==> src/rtl/cp0_tlb_pkg.sv <==
// Shared definitions for the CP0 TLB operation sequencer: op encodings,
// CP0 register addresses, 78-bit TLB entry field offsets, size defaults
// and the sequencer state enum.
package cp0_tlb_pkg;

  localparam int TLBNUM_DEF = 16;
  localparam int IDX_W_DEF  = 4;
  localparam int ENTRY_W    = 78;

  // op_type encodings
  localparam logic [1:0] OP_TLBP  = 2'b00;
  localparam logic [1:0] OP_TLBR  = 2'b01;
  localparam logic [1:0] OP_TLBWI = 2'b10;
  localparam logic [1:0] OP_TLBWR = 2'b11;

  // CP0 register addresses as {reg[4:0], sel[2:0]}
  localparam logic [7:0] CR_INDEX    = 8'h00;
  localparam logic [7:0] CR_ENTRYLO0 = 8'h10;
  localparam logic [7:0] CR_ENTRYLO1 = 8'h18;
  localparam logic [7:0] CR_ENTRYHI  = 8'h50;

  // Entry layout {VPN2,ASID,G,PFN0,C0,D0,V0,PFN1,C1,D1,V1}: LSB offsets
  localparam int F_V1   = 0;
  localparam int F_D1   = 1;
  localparam int F_C1   = 2;
  localparam int F_PFN1 = 5;
  localparam int F_V0   = 25;
  localparam int F_D0   = 26;
  localparam int F_C0   = 27;
  localparam int F_PFN0 = 30;
  localparam int F_G    = 50;
  localparam int F_ASID = 51;
  localparam int F_VPN2 = 59;

  typedef enum logic [2:0] {
    ST_IDLE  = 3'd0,
    ST_PROBE = 3'd1,
    ST_READ  = 3'd2,
    ST_RWB   = 3'd3,
    ST_WRITE = 3'd4,
    ST_PWB   = 3'd5
  } state_t;

  // lo0/lo1 are the EntryLo {PFN,C,D,V} fields, i.e. EntryLo[25:1]
  function automatic logic [ENTRY_W-1:0] pack_entry(
    input logic [18:0] vpn2,
    input logic [7:0]  asid,
    input logic        g,
    input logic [24:0] lo0,
    input logic [24:0] lo1
  );
    return {vpn2, asid, g, lo0, lo1};
  endfunction

endpackage

==> src/rtl/tlb_rand_idx.sv <==
// Free-running random-replacement index for TLBWR: increments every cycle
// and wraps from TLBNUM-1 back to 0.
module tlb_rand_idx #(
  parameter int TLBNUM = 16,
  parameter int IDX_W  = 4
) (
  input  logic             clk,
  input  logic             resetn,
  output logic [IDX_W-1:0] idx
);

  localparam logic [IDX_W-1:0] IDX_LAST = IDX_W'(TLBNUM - 1);

  // counter advances unconditionally once out of reset
  always_ff @(posedge clk or negedge resetn) begin
    if (!resetn) begin
      idx <= '0;
    end else if (idx == IDX_LAST) begin
      idx <= '0;
    end else begin
      idx <= idx + 1'b1;
    end
  end

endmodule

==> src/rtl/tlb_op_seq.sv <==
// TLBP/TLBR/TLBWI/TLBWR sequencer between the pms stage, the CP0 TLB
// registers and the TLB array. Optional macro TLB_TLBWR_EN enables the
// random-index counter and a real TLBWR write; without it TLBWR retires as
// a no-op.
//
// Handshake: an op transfers on a rising edge where op_valid & op_ready;
// op_ready is high only in IDLE with no flush, and the requester may hold
// op_valid/op_type/cp0_* until that edge. Operands are captured there and
// never re-sampled.
module tlb_op_seq
  import cp0_tlb_pkg::*;
#(
  parameter int TLBNUM     = TLBNUM_DEF,
  parameter int IDX_W      = IDX_W_DEF,
  parameter int TLB_RD_LAT = 1
) (
  input  logic               cp0_clk,
  input  logic               resetn,
  input  logic               op_valid,
  input  logic [1:0]         op_type,
  output logic               op_ready,
  input  logic               op_flush,
  input  logic [31:0]        cp0_index,
  input  logic [31:0]        cp0_entryhi,
  input  logic [31:0]        cp0_entrylo0,
  input  logic [31:0]        cp0_entrylo1,
  output logic [18:0]        s_vpn2,
  output logic [7:0]         s_asid,
  input  logic               s_found,
  input  logic [IDX_W-1:0]   s_index,
  output logic [IDX_W-1:0]   r_index,
  input  logic [ENTRY_W-1:0] r_data,
  output logic               w_en,
  output logic [IDX_W-1:0]   w_index,
  output logic [ENTRY_W-1:0] w_data,
  output logic               tlbp_we,
  output logic               tlbp_p,
  output logic [IDX_W-1:0]   tlbp_idx,
  output logic               tlbr_we,
  output logic [ENTRY_W-1:0] tlbr_data,
  output logic               busy,
  output logic               done,
  output state_t             dbg_state
);

  localparam int CNT_W = (TLB_RD_LAT > 1) ? $clog2(TLB_RD_LAT) : 1;
  localparam logic [CNT_W-1:0] RD_LAST = CNT_W'(TLB_RD_LAT - 1);
  localparam logic [IDX_W-1:0] IDX_MAX = IDX_W'(TLBNUM - 1);

  state_t state, nxt;

  logic             accept;
  logic             wr_act;
  logic [IDX_W-1:0] acc_idx;
  logic [1:0]       op_q;
  logic [IDX_W-1:0] idx_q;
  logic [18:0]      vpn2_q;
  logic [7:0]       asid_q;
  logic             g_q;
  logic [24:0]      lo0_q;
  logic [24:0]      lo1_q;
  logic             found_q;
  logic [IDX_W-1:0] hit_q;
  logic [CNT_W-1:0] rd_cnt;
  logic             unused_bits;

  // Index bits above IDX_W, EntryHi[12:8] and EntryLo[31:26] carry no state
  assign unused_bits = ^{cp0_index[31:IDX_W], cp0_entryhi[12:8],
                         cp0_entrylo0[31:26], cp0_entrylo1[31:26]};

  assign accept = op_valid && (state == ST_IDLE) && !op_flush;

`ifdef TLB_TLBWR_EN
  logic [IDX_W-1:0] rnd_idx;

  tlb_rand_idx #(
    .TLBNUM (TLBNUM),
    .IDX_W  (IDX_W)
  ) u_rand (
    .clk    (cp0_clk),
    .resetn (resetn),
    .idx    (rnd_idx)
  );

  assign acc_idx = (op_type == OP_TLBWR) ? rnd_idx : (cp0_index[IDX_W-1:0] & IDX_MAX);
  assign wr_act  = (op_q == OP_TLBWI) || (op_q == OP_TLBWR);
`else
  assign acc_idx = cp0_index[IDX_W-1:0] & IDX_MAX;
  assign wr_act  = (op_q == OP_TLBWI);
`endif

  // state register
  always_ff @(posedge cp0_clk or negedge resetn) begin
    if (!resetn) begin
      state <= ST_IDLE;
    end else begin
      state <= nxt;
    end
  end

  // next-state: a flush in any busy state drops straight back to IDLE
  always_comb begin
    nxt = state;
    case (state)
      ST_IDLE: begin
        if (accept) begin
          case (op_type)
            OP_TLBP: nxt = ST_PROBE;
            OP_TLBR: nxt = ST_READ;
            default: nxt = ST_WRITE;
          endcase
        end
      end
      ST_PROBE: nxt = ST_PWB;
      ST_READ:  if (rd_cnt == RD_LAST) nxt = ST_RWB;
      default:  nxt = ST_IDLE;
    endcase
    if (op_flush && (state != ST_IDLE)) begin
      nxt = ST_IDLE;
    end
  end

  // operand capture at accept, read-latency count, probe result capture
  always_ff @(posedge cp0_clk or negedge resetn) begin
    if (!resetn) begin
      op_q    <= '0;
      idx_q   <= '0;
      vpn2_q  <= '0;
      asid_q  <= '0;
      g_q     <= 1'b0;
      lo0_q   <= '0;
      lo1_q   <= '0;
      found_q <= 1'b0;
      hit_q   <= '0;
      rd_cnt  <= '0;
    end else begin
      if (accept) begin
        op_q   <= op_type;
        idx_q  <= acc_idx;
        vpn2_q <= cp0_entryhi[31:13];
        asid_q <= cp0_entryhi[7:0];
        g_q    <= cp0_entrylo0[0] & cp0_entrylo1[0];
        lo0_q  <= cp0_entrylo0[25:1];
        lo1_q  <= cp0_entrylo1[25:1];
        rd_cnt <= '0;
      end
      if (state == ST_READ) begin
        rd_cnt <= rd_cnt + 1'b1;
      end
      if (state == ST_PROBE) begin
        found_q <= s_found;
        hit_q   <= s_index;
      end
    end
  end

  // strobes and handshake outputs; a flush masks every strobe and done
  always_comb begin
    op_ready = (state == ST_IDLE) && !op_flush;
    busy     = (state != ST_IDLE);
    w_en     = 1'b0;
    tlbp_we  = 1'b0;
    tlbr_we  = 1'b0;
    done     = 1'b0;
    if (!op_flush) begin
      case (state)
        ST_WRITE: begin
          w_en = wr_act;
          done = 1'b1;
        end
        ST_RWB: begin
          tlbr_we = 1'b1;
          done    = 1'b1;
        end
        ST_PWB: begin
          tlbp_we = 1'b1;
          done    = 1'b1;
        end
        default: ;
      endcase
    end
  end

  assign s_vpn2    = vpn2_q;
  assign s_asid    = asid_q;
  assign r_index   = idx_q;
  assign w_index   = idx_q;
  assign w_data    = pack_entry(vpn2_q, asid_q, g_q, lo0_q, lo1_q);
  assign tlbp_p    = ~found_q;
  assign tlbp_idx  = found_q ? hit_q : '0;
  assign tlbr_data = r_data;
  assign dbg_state = state;

endmodule

==> config.mk <==
export PLATFORM = sky130hd
export DESIGN_NAME = tlb_op_seq
export DESIGN_NICKNAME = d
export VERILOG_FILES = /design/src/rtl/cp0_tlb_pkg.sv /design/src/rtl/tlb_rand_idx.sv /design/src/rtl/tlb_op_seq.sv
export SDC_FILE = /design/constraint.sdc
export NUM_CORES = 1
export LEC_CHECK = 0
export ABC_AREA = 1
export BUFFER_PORTS_ARGS = -buffer_cell sky130_fd_sc_hd__buf_2
export CORE_AREA = 5 5 159 161
export CTS_CLUSTER_DIAMETER = 60
export DETAILED_ROUTE_END_ITERATION = 12
export DIE_AREA = 0 0 164 166
export GPL_ROUTABILITY_DRIVEN = 1
export PLACE_DENSITY = 0.46
export SETUP_SLACK_MARGIN = 0.15
export SYNTH_ARGS = -nofsm -noshare
export SYNTH_HDL_FRONTEND = slang
export SYNTH_SLANG_ARGS = --single-unit
==> constraint.sdc <==
create_clock -name cp0_clk -period 4.5 [get_ports cp0_clk]
set_input_delay 0.45 -clock cp0_clk [delete_from_list [all_inputs] [get_ports cp0_clk]]
set_output_delay 0.45 -clock cp0_clk [all_outputs]
set_load 0.005 [all_outputs]
# == Word-level counts from Yosys, hierarchy flattened ==
# Index checks and enable logic that the tools add are counted.
# totals
register_bits,93
in_bits,217
out_inout_bits,205
wordCells,50
# classes
addsub,1
n_eq_ne,9
muxes,16
bitwise,2
n_reduce_logical,11
# ops
cell,count
two-way mux 1 bit,10
two-way mux 3 bit,3
one-hot mux 3 bit (3 select lines),1
"== test 3 x 2 -> 1 bit, second input constant",2
"== test 3 bit, second input constant",2
one-hot mux 3 bit (2 select lines),1
logical AND 1 bit,4
two-way mux 4 bit,1
"== test 3 x 1 -> 1 bit, second input constant",1
logical NOT 3 bit,1
"!= test 3 x 2 -> 1 bit, second input constant",1
"!= test 3 bit, second input constant",1
nonzero test 3 bit,1
OR reduction 3 bit,1
"== test 2 x 1 -> 1 bit, second input constant",1
"== test 2 bit, second input constant",1
logical NOT 2 bit,1
AND reduction 2 bit,1
nonzero test 2 bit,1
"adder 1 bit, second input constant",1
AND 1 bit,1
logical NOT 1 bit,1
NOT 1 bit,1

# == Longest topological paths before layout ==
# Gate-level depths: netlist (run 1).
# depth
ltp_word,6
depth_mapped,8
depth_no_buf,6

# == Least setup slack after synthesis (run 1) ==
# Ideal clock, no wire load.
# synth_path
kind,register to register
start,register state[1] (netlist: dbg_state[1])
end,register rd_cnt
setup_ns,0.124
arrival_ns,1.338
t_required_ns,4.376
path_slack_ns,3.038
path_stages_with_launch,6
n_path_buf,1
period_less_slack_ns,1.462
cell_sequence,dfrtp_1 > nor2_4 > nand2_4 > nor3_4 > buf_6 > o21bai_1
# synth_via
elab_chain_cells,4
word_cells_on_any_way,6
classes_between,eq/ne (1); mux (1); reduce/logical (4)
# synth_rtl
item,line,text
"start, declared",tlb_op_seq.sv:50,"state_t state, nxt;"
"start signal, assigned",tlb_op_seq.sv:97,state <= nxt;
logical NOT 3 bit,tlb_op_seq.sv:71,assign accept = op_valid && (state == ST_IDLE) && !op_flush;
logical AND 1 bit (2 in series),tlb_op_seq.sv:71,
nonzero test 2 bit (no source line),-,
"end signal, assigned",tlb_op_seq.sv:148,rd_cnt <= rd_cnt + 1'b1;
"end, declared",tlb_op_seq.sv:64,logic [CNT_W-1:0] rd_cnt;
# Parallel ways exist; a longest one is shown, timed or not.
# A chain may end at the register's enable or synchronous reset.

# == Worst setup path after layout (run 1) ==
# layout_path
start,register state[1] (netlist: dbg_state[1])
end,register op_q[0]
# layout_via
elab_chain_cells,3
# layout_rtl
item,line,text
logical NOT 3 bit,tlb_op_seq.sv:71,
logical AND 1 bit (2 in series),tlb_op_seq.sv:71,
"end signal, assigned",tlb_op_seq.sv:138,op_q <= op_type;
"end, declared",tlb_op_seq.sv:55,logic [1:0] op_q;
# Every way passes these cells.

==> impl_metrics.tcl, run 1 <==
set metrics [dict create \
    postRouteAntennaNets 0 \
    required_ns 4.74 \
    num_antenna_cells 0 \
    synth_fp_nets 756 \
    fmax_mhz 513 \
    switchingPower_w 0.00130 \
    drv_slew 0 \
    dr.pass1.iters 4 \
    dr.first_iter.drc_count 97 \
    worst_path_most_repeated_cell "nand2_4" \
    clockBufferDepth 2 \
    dpl.cell_count 958 \
    vias 3469 \
    power_w 0.00360 \
    cts_setup_buffers 0 \
    cp_cell_sequence "nor2_4 > nand2_4 > nor2_2 > nand2_4 > o21ai_0" \
    clk_pin_slew_worst_paths_ns 0.07 \
    drt-wirelength-per-cell_um 13.2 \
    crit_path_top_delay_cell "nand2_4" \
    ys_seq_area_share_pct 51.0 \
    grt_max_degree 88 \
    post-route-util_pct 22.9 \
    synth_area_leaders "dfrtp_1 (51%), nand2_1 (22%), buf_4 (18%)" \
    synthToLayoutAreaGrowth_pct 19.5 \
    drv_cap 0 \
    stdcell_area_sq_mm 0.00545 \
    power_density_mw_per_mm2 661 \
    fin_cells 974 \
    mostFrequentLayoutCells "nand2_1 (265), buf_2 (219), dfrtp_1 (93), inv_1 (14)" \
    rsz0062_at_grt "false" \
    grt_pass1_vias 3453 \
    setup_viol 0 \
    outcome "finished clean" \
    dpl.hpwl_mm 9.24 \
    cts_resized 0 \
    placed_area_sq_mm 0.00514 \
    hp-class "in2async" \
    grt_pass1_wl_mm 19.3 \
    seqPwrFrac_pct 40.6 \
    synth_top_area_share_pct 51.0 \
    crit_fanout 87 \
    core_area_sq_mm 0.0238 \
    htreeDepth 3 \
    yosys_warnings 0 \
    yosys.area.top_type "dfrtp_1" \
    numCtsBuffers 9 \
    grt_usage_pct 9.16 \
    cts_tree "yes" \
    gp_congestion 0.721 \
    start_util_pct 19.2 \
    start_kind "flop" \
    ff_latch_area_sq_mm 0.00233 \
    max_stage_delay_ns 0.54 \
    remaining_drc_errors 0 \
    drt-total-wl_mm 12.8 \
    vdd_drop_max_v 0.000154 \
    ios 422 \
    min_period_ns 1.95 \
    finalHoldViolations 0 \
    ys_ff_latch 93 \
    grt_overflow_total 0 \
    fin_crit_sh_pct 43.3 \
    p_int_w 0.00231 \
    switching_share_pct 36.0 \
    multi_input_area_sq_mm 0.00123 \
    fin_setup_tns_ns 0 \
    insertion_delay_ns 0.34 \
    synth.distinct_cells 22 \
    fill_cells 2732 \
    antenna_found_initial 1 \
    critPathArrivalTime_ns 2.19 \
    portBuffers 220 \
    clock-sinks 93 \
    die_w_um 164 \
    cp-end-kind "flop" \
    dieArea_sq_mm 0.0272 \
    slew_headroom_pct 33.6 \
    num_rows 57 \
    syn_inst 539 \
    leakage_nw 3.18 \
    clkPwrFrac_pct 22.7 \
    syn_area_sq_mm 0.00456 \
    tightest_slew_ns 0.997 \
    worstSetupPathType "reg2reg" \
    cts.hold.buffers_added 0 \
    power.share.combinational_pct 36.7 \
    syn_avg_cell_area_sq_um 8.47 \
    final_layout_size_suffix_gt1_share_pct 38.5 \
    avgViaCountPerCell 3.56 \
    clockRootBuffer "clkbuf_16" \
    mostFrequentLayoutCell "nand2_1" \
    nets 862 \
    fp.dieH_um 166 \
    fin_skew_ns 0.00761 \
]
==> power groups by stage <==
stage	Combinational [W]	Clock, W	Sequential (W)
2_1_floorplan	0.000845	0	0.00150
3_3_place_gp	0.00137	0	0.00147
3_5_place_dp	0.00138	0	0.00147
4_1_cts	0.00138	0.000871	0.00147
5_1_grt	0.00152	0.000892	0.00152
6_report	0.00132	0.000818	0.00146
==> sequential cells by signal, indices dropped and copies added, names as in the netlist <==
name       flops
found_q        1
r_index        4
s_asid         8
g_q            1
lo1_q         25
hit_q          4
lo0_q         25
s_vpn2        19
op_q           2
rd_cnt         1
dbg_state      3
==> final cells by class <==
class	instances	area share [%]
clock buffer	12	4.34
tap	324	7.43
sequential	93	42.7
clock inverter	4	1.33
timing repair buffer	223	20.7
multi-input combinational	304	22.6
inverter	14	0.964
==> synth_stat cells, drive strengths merged <==
cell type and number:
clkbuf 5, nand3 5, nor4 1, o21ai 4
o21a 1, nor2 11, nor3 2, nand4 1
o21bai 1, o22ai 1, buf 123, o211ai 1
inv 14, dfrtp 93, nand2 276
==> cells by family (layout without fill, tap and decap cells) <==
| logic type | count (synthesis) | count (layout) | share of synthesized area [%] |
|---|---|---|---|
| DFF | 93 | 93 | 51.0 |
| AOI/OAI and AO/OA | 8 | 8 | 1.07 |
| and+or+nand+nor | 296 | 296 | 25.8 |
| buffers and inverters | 142 | 253 | 22.2 |
==> worst max-delay path: cells and delay by family, from the launching register on <==
family | cells | cell delay, ns
flip-flops | 1 | 0.48
AND/OR/NAND/NOR | 4 | 0.97
AO/OA/AOI/OAI | 1 | 0.39
==> through the flow <==
stage | hold slack [ns] | worst slack, ns
floorplan | 0.154 | 3.04
global placement | 0.459 | 2.51
detailed placement | 0.461 | 2.49
CTS | 0.214 | 2.47
global route | 0.251 | 2.34
finish | 0.174 | 2.55
==> metal layers <==
metal / vias to the layer above / track usage [%] / wire [um]
met5: - / 0 / 20
met4: 2 / 6.78 / 780
met3: 60 / 3.50 / 1180
met2: 145 / 14.3 / 5740
met1: 1535 / 10.0 / 5100
li1: 1727 / - / -
==> path summary, 6_finish.rpt <==
kind / cells past startpoint / endpoint / startpoint / slack (ns)
worst max-delay path: 5 / op_q[0]$_DFFE_PN0P_ / dbg_state[1]$_DFFE_PN0P_ / 2.55
max in group asynchronous: 2 / s_vpn2[15]$_DFFE_PN0P_ / resetn / 3.35
min in group cp0_clk: 3 / lo0_q[3]$_DFFE_PN0P_ / cp0_entrylo0[4] / 0.30
worst max register to register: 5 / op_q[0]$_DFFE_PN0P_ / dbg_state[1]$_DFFE_PN0P_ / 2.55
worst min register to register: 2 / lo1_q[4]$_DFFE_PN0P_ / lo1_q[4]$_DFFE_PN0P_ / 0.48
worst min-delay path: 1 / lo0_q[7]$_DFFE_PN0P_ / resetn / 0.17
Power figures use the tool's default switching activity.
==> inputs of run 2 (changes only) <==
Settings changed: CORE_AREA 5 5 159 161 to 5 5 162 164, DIE_AREA 0 0 164 166 to 0 0 167 169.
Clock period 4.5 ns to 1.7 ns, I/O delays scaled along.
==> run 2 against run 1 <==
  * Total power increased to 2.7 times the previous value
  * Final cell count is 5.5% higher
  * Sequential share of layout area decreased by 4.0 points
  * Wire length is 7.9% higher
  * Hold slack got worse by 0.16 ns
  * Critical path depth shrank 1
  * Die area increased by 3.7%
  * Non-clock buffer count increased by 48
  * Register-to-register slack worse by 2.3 ns
  * Utilization increased by 1.4 points
  * First-iteration DRC count is 44% higher
  * Largest cell class unchanged
==> impl_metrics.tcl, run 2 (synthesis results as in run 1) <==
set metrics [dict create \
    tightest_slew_ns 0.527 \
    numCtsBuffers 9 \
    portBuffers 220 \
    drv_cap 0 \
    dr.first_iter.drc_count 140 \
    dp_slack_ns 0.202 \
    remaining_drc_errors 0 \
    mostFrequentLayoutCell "nand2_1" \
    drt-total-wl_mm 13.8 \
    worst_hold_slack_ns 0.0178 \
    vdd_drop_max_v 0.000462 \
    dpl.hpwl_mm 8.69 \
    hp-class "in2reg" \
    cp-end-kind "output port" \
    clockRootBuffer "clkbuf_16" \
    die_w_um 167 \
    grt_busiest_layer "met2" \
    grt_pass1_vias 3803 \
    fin_ws_ns 0.197 \
    setup_viol 0 \
    num_rows 58 \
    fp.dieH_um 169 \
    clock-sinks 93 \
    power_density_mw_per_mm2 1640 \
    drv_slew 0 \
    fmax_mhz 665 \
    leakage_nw 3.43 \
    postRouteAntennaNets 0 \
    vias 3736 \
    grtUsageMet3_pct 3.57 \
    fin_skew_ns 0.0148 \
    rsz0062_at_grt "true" \
    worstSetupPathType "reg2out" \
    core_area_sq_mm 0.0247 \
    drt-wirelength-per-cell_um 13.5 \
    outcome "finished clean" \
    start_kind "flop" \
    dr.pass1.iters 4 \
    finalHoldViolations 0 \
    grt_pass1_wl_mm 20.1 \
    cp_cell_sequence "nor2_4 > nand2_1 > nor4_2 > buf_2" \
    grt_overflow_total 0 \
    cts_tree "yes" \
    antenna_found_initial 0 \
    avgViaCountPerCell 3.63 \
    slew_headroom_pct 64.9 \
    crit_fanout 4 \
    mostFrequentLayoutCells "nand2_1 (265), buf_2 (219), dfrtp_1 (93), dlygate4sd3_1 (34), inv_1 (13)" \
    fill_cells 2715 \
    fin_setup_tns_ns 0 \
    gp_congestion 0.717 \
    critPathArrivalTime_ns 1.33 \
    cp_num_buf_inv 1 \
    required_ns 1.53 \
    ios 422 \
    crit_family "flip-flops" \
    grt_usage_pct 8.85 \
    nets 910 \
    insertion_delay_ns 0.35 \
    synthToLayoutAreaGrowth_pct 32.0 \
    gr-usage-met1_pct 10.2 \
    grt_max_degree 94 \
    final_layout_size_suffix_gt1_share_pct 38.8 \
    fin_crit_sh_pct 88.4 \
    crit_path_top_delay_cell "dfrtp_1" \
    num_antenna_cells 0 \
    dieArea_sq_mm 0.0282 \
    min_period_ns 1.50 \
    grt_util_met2_pct 14.2 \
    start_util_pct 18.4 \
    max_stage_delay_ns 0.41 \
    clk_pin_slew_worst_paths_ns 0.08 \
    htreeDepth 3 \
    clockBufferDepth 2 \
]
run 2: per-layer routing:
metal  vias up  part of all wire, %  wire (um)
li1       1825                    -          -
met1      1686                   42       5760
met2       174                   46       6310
met3        51                  9.3       1280
met4         0                  3.4        476
met5         -                    0          0
run 2: through the flow:
stage | instance area [sq um] | std cells | utilization [%] | power, W
finish | 6020 | 1028 | 24.3 | 0.00990
floorplan | 4560 | 539 | - | 0.00621
detailed placement | 5220 | 967 | 21.1 | 0.00761
CTS | 5890 | 1021 | 23.8 | 0.00990
global placement | 5220 | 967 | 21.1 | 0.00758
global route | 6020 | 1028 | 24.3 | 0.0108
run 2: area by class of cell:
cell class	instances	area, sq um	area share [%]
multi-input combinational	304	1250	20.8
sequential	93	2330	38.6
clock buffer	12	267	4.42
timing repair buffer	271	1680	27.9
tap	330	413	6.86
clock inverter	4	31.3	0.519
inverter	14	52.6	0.872
run 2: final timing paths:
kind,start,endpoint,slack [ns],cells after the start
setup / recovery,dbg_state[0]$_DFFE_PN0P_,w_en,0.20,4
hold / removal,cp0_entrylo1[21],lo1_q[20]$_DFFE_PN0P_,0.02,3
setup reg to reg,dbg_state[0]$_DFFE_PN0P_,lo0_q[24]$_DFFE_PN0P_,0.25,7
hold reg to reg,lo1_q[14]$_DFFE_PN0P_,lo1_q[14]$_DFFE_PN0P_,0.48,2
max in group asynchronous,resetn,lo1_q[14]$_DFFE_PN0P_,0.87,3
min in group asynchronous,resetn,s_vpn2[10]$_DFFE_PN0P_,0.41,3
run 2: where the power goes:
| part | total, W | switching [W] | internal [W] |
|---|---|---|---|
| sequential | 0.00386 | 0.000620 | 0.00325 |
| combinational | 0.00397 | 0.00209 | 0.00188 |
| clock | 0.00206 | 0.000943 | 0.00112 |
run 2: what timing repair did:
action	in CTS	in global routing
endpoints found under the setup margin	4	28
hold endpoints to repair	126	0
buffers inserted	4	4
hold buffers	34	0
gates resized for setup	0	6
gates cloned	0	3
pin swaps	1	4
run 2: worst min-delay path, stage by stage:
cell and delay [ns]:
buf_2 0.07, nand2_1 0.04, nand2_1 0.04
==> inputs of run 3 (changes only) <==
==> constraint.sdc (replaced) <==
create_clock -name cp0_clk -period 1.7 [get_ports cp0_clk]
set_input_delay 0.34 -clock cp0_clk [delete_from_list [all_inputs] [get_ports cp0_clk]]
set_output_delay 0.34 -clock cp0_clk [all_outputs]
set_load 0.005 [all_outputs]
==> run 3 against run 2 <==
  * First-iteration DRC count shrank 10%
  * Clock skew shrank 0.0044 ns
  * Sequential share of layout area grew 2.3 points
  * Via count shrank 5.5%
  * Global-route usage shrank 0.27 points
  * Final cell count shrank 3.4%
  * Worst setup slack lost 0.16 ns
  * Die area is the same
  * Maximum frequency shrank 9.7%
  * Critical endpoint unchanged
  * Largest cell class unchanged
  * Highest routed layer unchanged
==> impl_metrics.tcl, run 3 (synthesis results as in run 1) <==
set metrics [dict create \
    max_stage_delay_ns 0.41 \
    num_rows 58 \
    nets 874 \
    worstSetupPathType "reg2out" \
    crit_path_top_delay_cell "dfrtp_1" \
    crit_fanout 4 \
    dieArea_sq_mm 0.0282 \
    fin_skew_ns 0.0104 \
    clockRootBuffer "clkbuf_16" \
    grt_pass1_vias 3577 \
    power_density_mw_per_mm2 1720 \
    required_ns 1.36 \
    grt_busiest_layer "met2" \
    synthToLayoutAreaGrowth_pct 24.4 \
    drv_slew 0 \
    ff_latch_area_sq_mm 0.00233 \
    grt_max_degree 94 \
    vdd_drop_max_v 0.000511 \
    cp-end-kind "output port" \
    critPathArrivalTime_ns 1.32 \
    htreeDepth 3 \
    grt_util_met2_pct 13.7 \
    multi_input_area_sq_mm 0.00127 \
    grt_usage_pct 8.58 \
    drv_cap 0 \
    clockBufferDepth 2 \
    insertion_delay_ns 0.35 \
    start_kind "flop" \
    gp_congestion 0.722 \
    ios 422 \
    grt_overflow_total 0 \
    fin_cells 993 \
    worst_hold_slack_ns 0.0466 \
    fin_crit_sh_pct 97.9 \
    fill_cells 2770 \
    setup_viol 0 \
    min_period_ns 1.66 \
    timing.rr.start "dbg_state[0]$_DFFE_PN0P_" \
    grt_pass1_wl_mm 19.4 \
    leakage_nw 3.28 \
    dr.pass1.iters 5 \
    vias 3531 \
    drt-wirelength-per-cell_um 12.9 \
    start_util_pct 18.4 \
    cp_num_buf_inv 1 \
    hp-class "in2async" \
    tightest_slew_ns 0.512 \
    core_area_sq_mm 0.0247 \
    portBuffers 220 \
    clock-sinks 93 \
    fmax_mhz 601 \
    cts_tree "yes" \
    fp.dieH_um 169 \
    die_w_um 167 \
    dr.first_iter.drc_count 126 \
    dpl.hpwl_mm 8.65 \
    avgViaCountPerCell 3.56 \
    finalHoldViolations 0 \
    final_layout_size_suffix_gt1_share_pct 41.5 \
    rsz0062_at_grt "true" \
    dpl.cell_count 967 \
    numCtsBuffers 9 \
    outcome "finished clean" \
    mostFrequentLayoutCells "nand2_1 (259), buf_2 (218), dfrtp_1 (93), nand2_2 (14), inv_1 (12)" \
    remaining_drc_errors 0 \
    startpoint "dbg_state[0]$_DFFE_PN0P_" \
    postRouteAntennaNets 0 \
    crit_family "flip-flops" \
    clk_pin_slew_worst_paths_ns 0.07 \
    slew_headroom_pct 65.8 \
    cp_cell_sequence "nor2_4 > nand2_2 > nor4_2 > buf_2" \
    mostFrequentLayoutCell "nand2_1" \
    antenna_found_initial 0 \
    drt-total-wl_mm 12.8 \
    gr-usage-met1_pct 9.78 \
    grtUsageMet3_pct 3.04 \
]
==> run 3: changes by cell type in the layout (fill, tap and decap cells not counted), moves of 2 or more <==
cell and delta:
nand2_2 +5, buf_6 +4, buf_4 -4, dlygate4sd3_1 -34, nand2_1 -6, clkbuf_16 -2
==> run 3: final cells by class <==
class                           instances  share of cell area, %
Clock inverter                          4                  0.573
Inverter                               14                  0.925
Tap cell                              330                   7.27
Multi-Input combinational cell        304                   22.4
Antenna cell                            1                 0.0441
Sequential cell                        93                   41.0
Clock buffer                           12                   4.52
Timing Repair Buffer                  235                   23.3
==> run 3: layer usage <==
layer / wire (um) / vias to the layer above
met5: 0 / -
met4: 547 / 0
met3: 1160 / 52
met1: 5330 / 1565
met2: 5750 / 162
li1: - / 1752
==> run 3: path summary, 6_finish.rpt <==
check | end | slack [ns] | cells past startpoint
min in group cp0_clk | s_vpn2[12]$_DFFE_PN0P_ | 0.18 | 3
worst min-delay path | s_vpn2[10]$_DFFE_PN0P_ | 0.05 | 2
max in group asynchronous | lo1_q[14]$_DFFE_PN0P_ | 1.26 | 2
worst max register to register | op_q[1]$_DFFE_PN0P_ | 0.15 | 7
worst min register to register | lo1_q[10]$_DFFE_PN0P_ | 0.48 | 2
worst max-delay path | w_en | 0.04 | 4
==> run 3: metrics by stage <==
step           cell area [sq um]  power [W]  TNS, ns  setup WS [ns]  utilization [%]
4_1_cts                     5590    0.00981        0        0.00411             22.6
5_1_grt                     5680     0.0106  -0.0487        -0.0487             22.9
6_report                    5680    0.00975        0         0.0361             22.9
3_3_place_gp                5220    0.00757        0          0.220             21.1
3_5_place_dp                5220    0.00760        0          0.195             21.1
2_1_floorplan               4560    0.00621        0          0.238                -
==> run 3: power breakdown <==
group / internal (W) / switching, W
Sequential: 0.00324 / 0.000609
Combinational: 0.00185 / 0.00204
Clock: 0.00108 / 0.000927
==> run 3: repair_timing <==
item	CTS	global route
hold endpoints to repair	0	0
pin swaps	3	2
buffers inserted	4	4
hold buffers	0	0
endpoints found under the setup margin	6	24
resized for setup	12	6
gates cloned	0	1
==> run 3: worst register-to-register path, cell delays in order, from the launching register on <==
cell	delay, ns
dfrtp_1	0.41
nor2_4	0.18
nand2_4	0.11
nor2_4	0.12
nand2_4	0.06
buf_12	0.17
nand2_1	0.29
o21ai_0	0.08
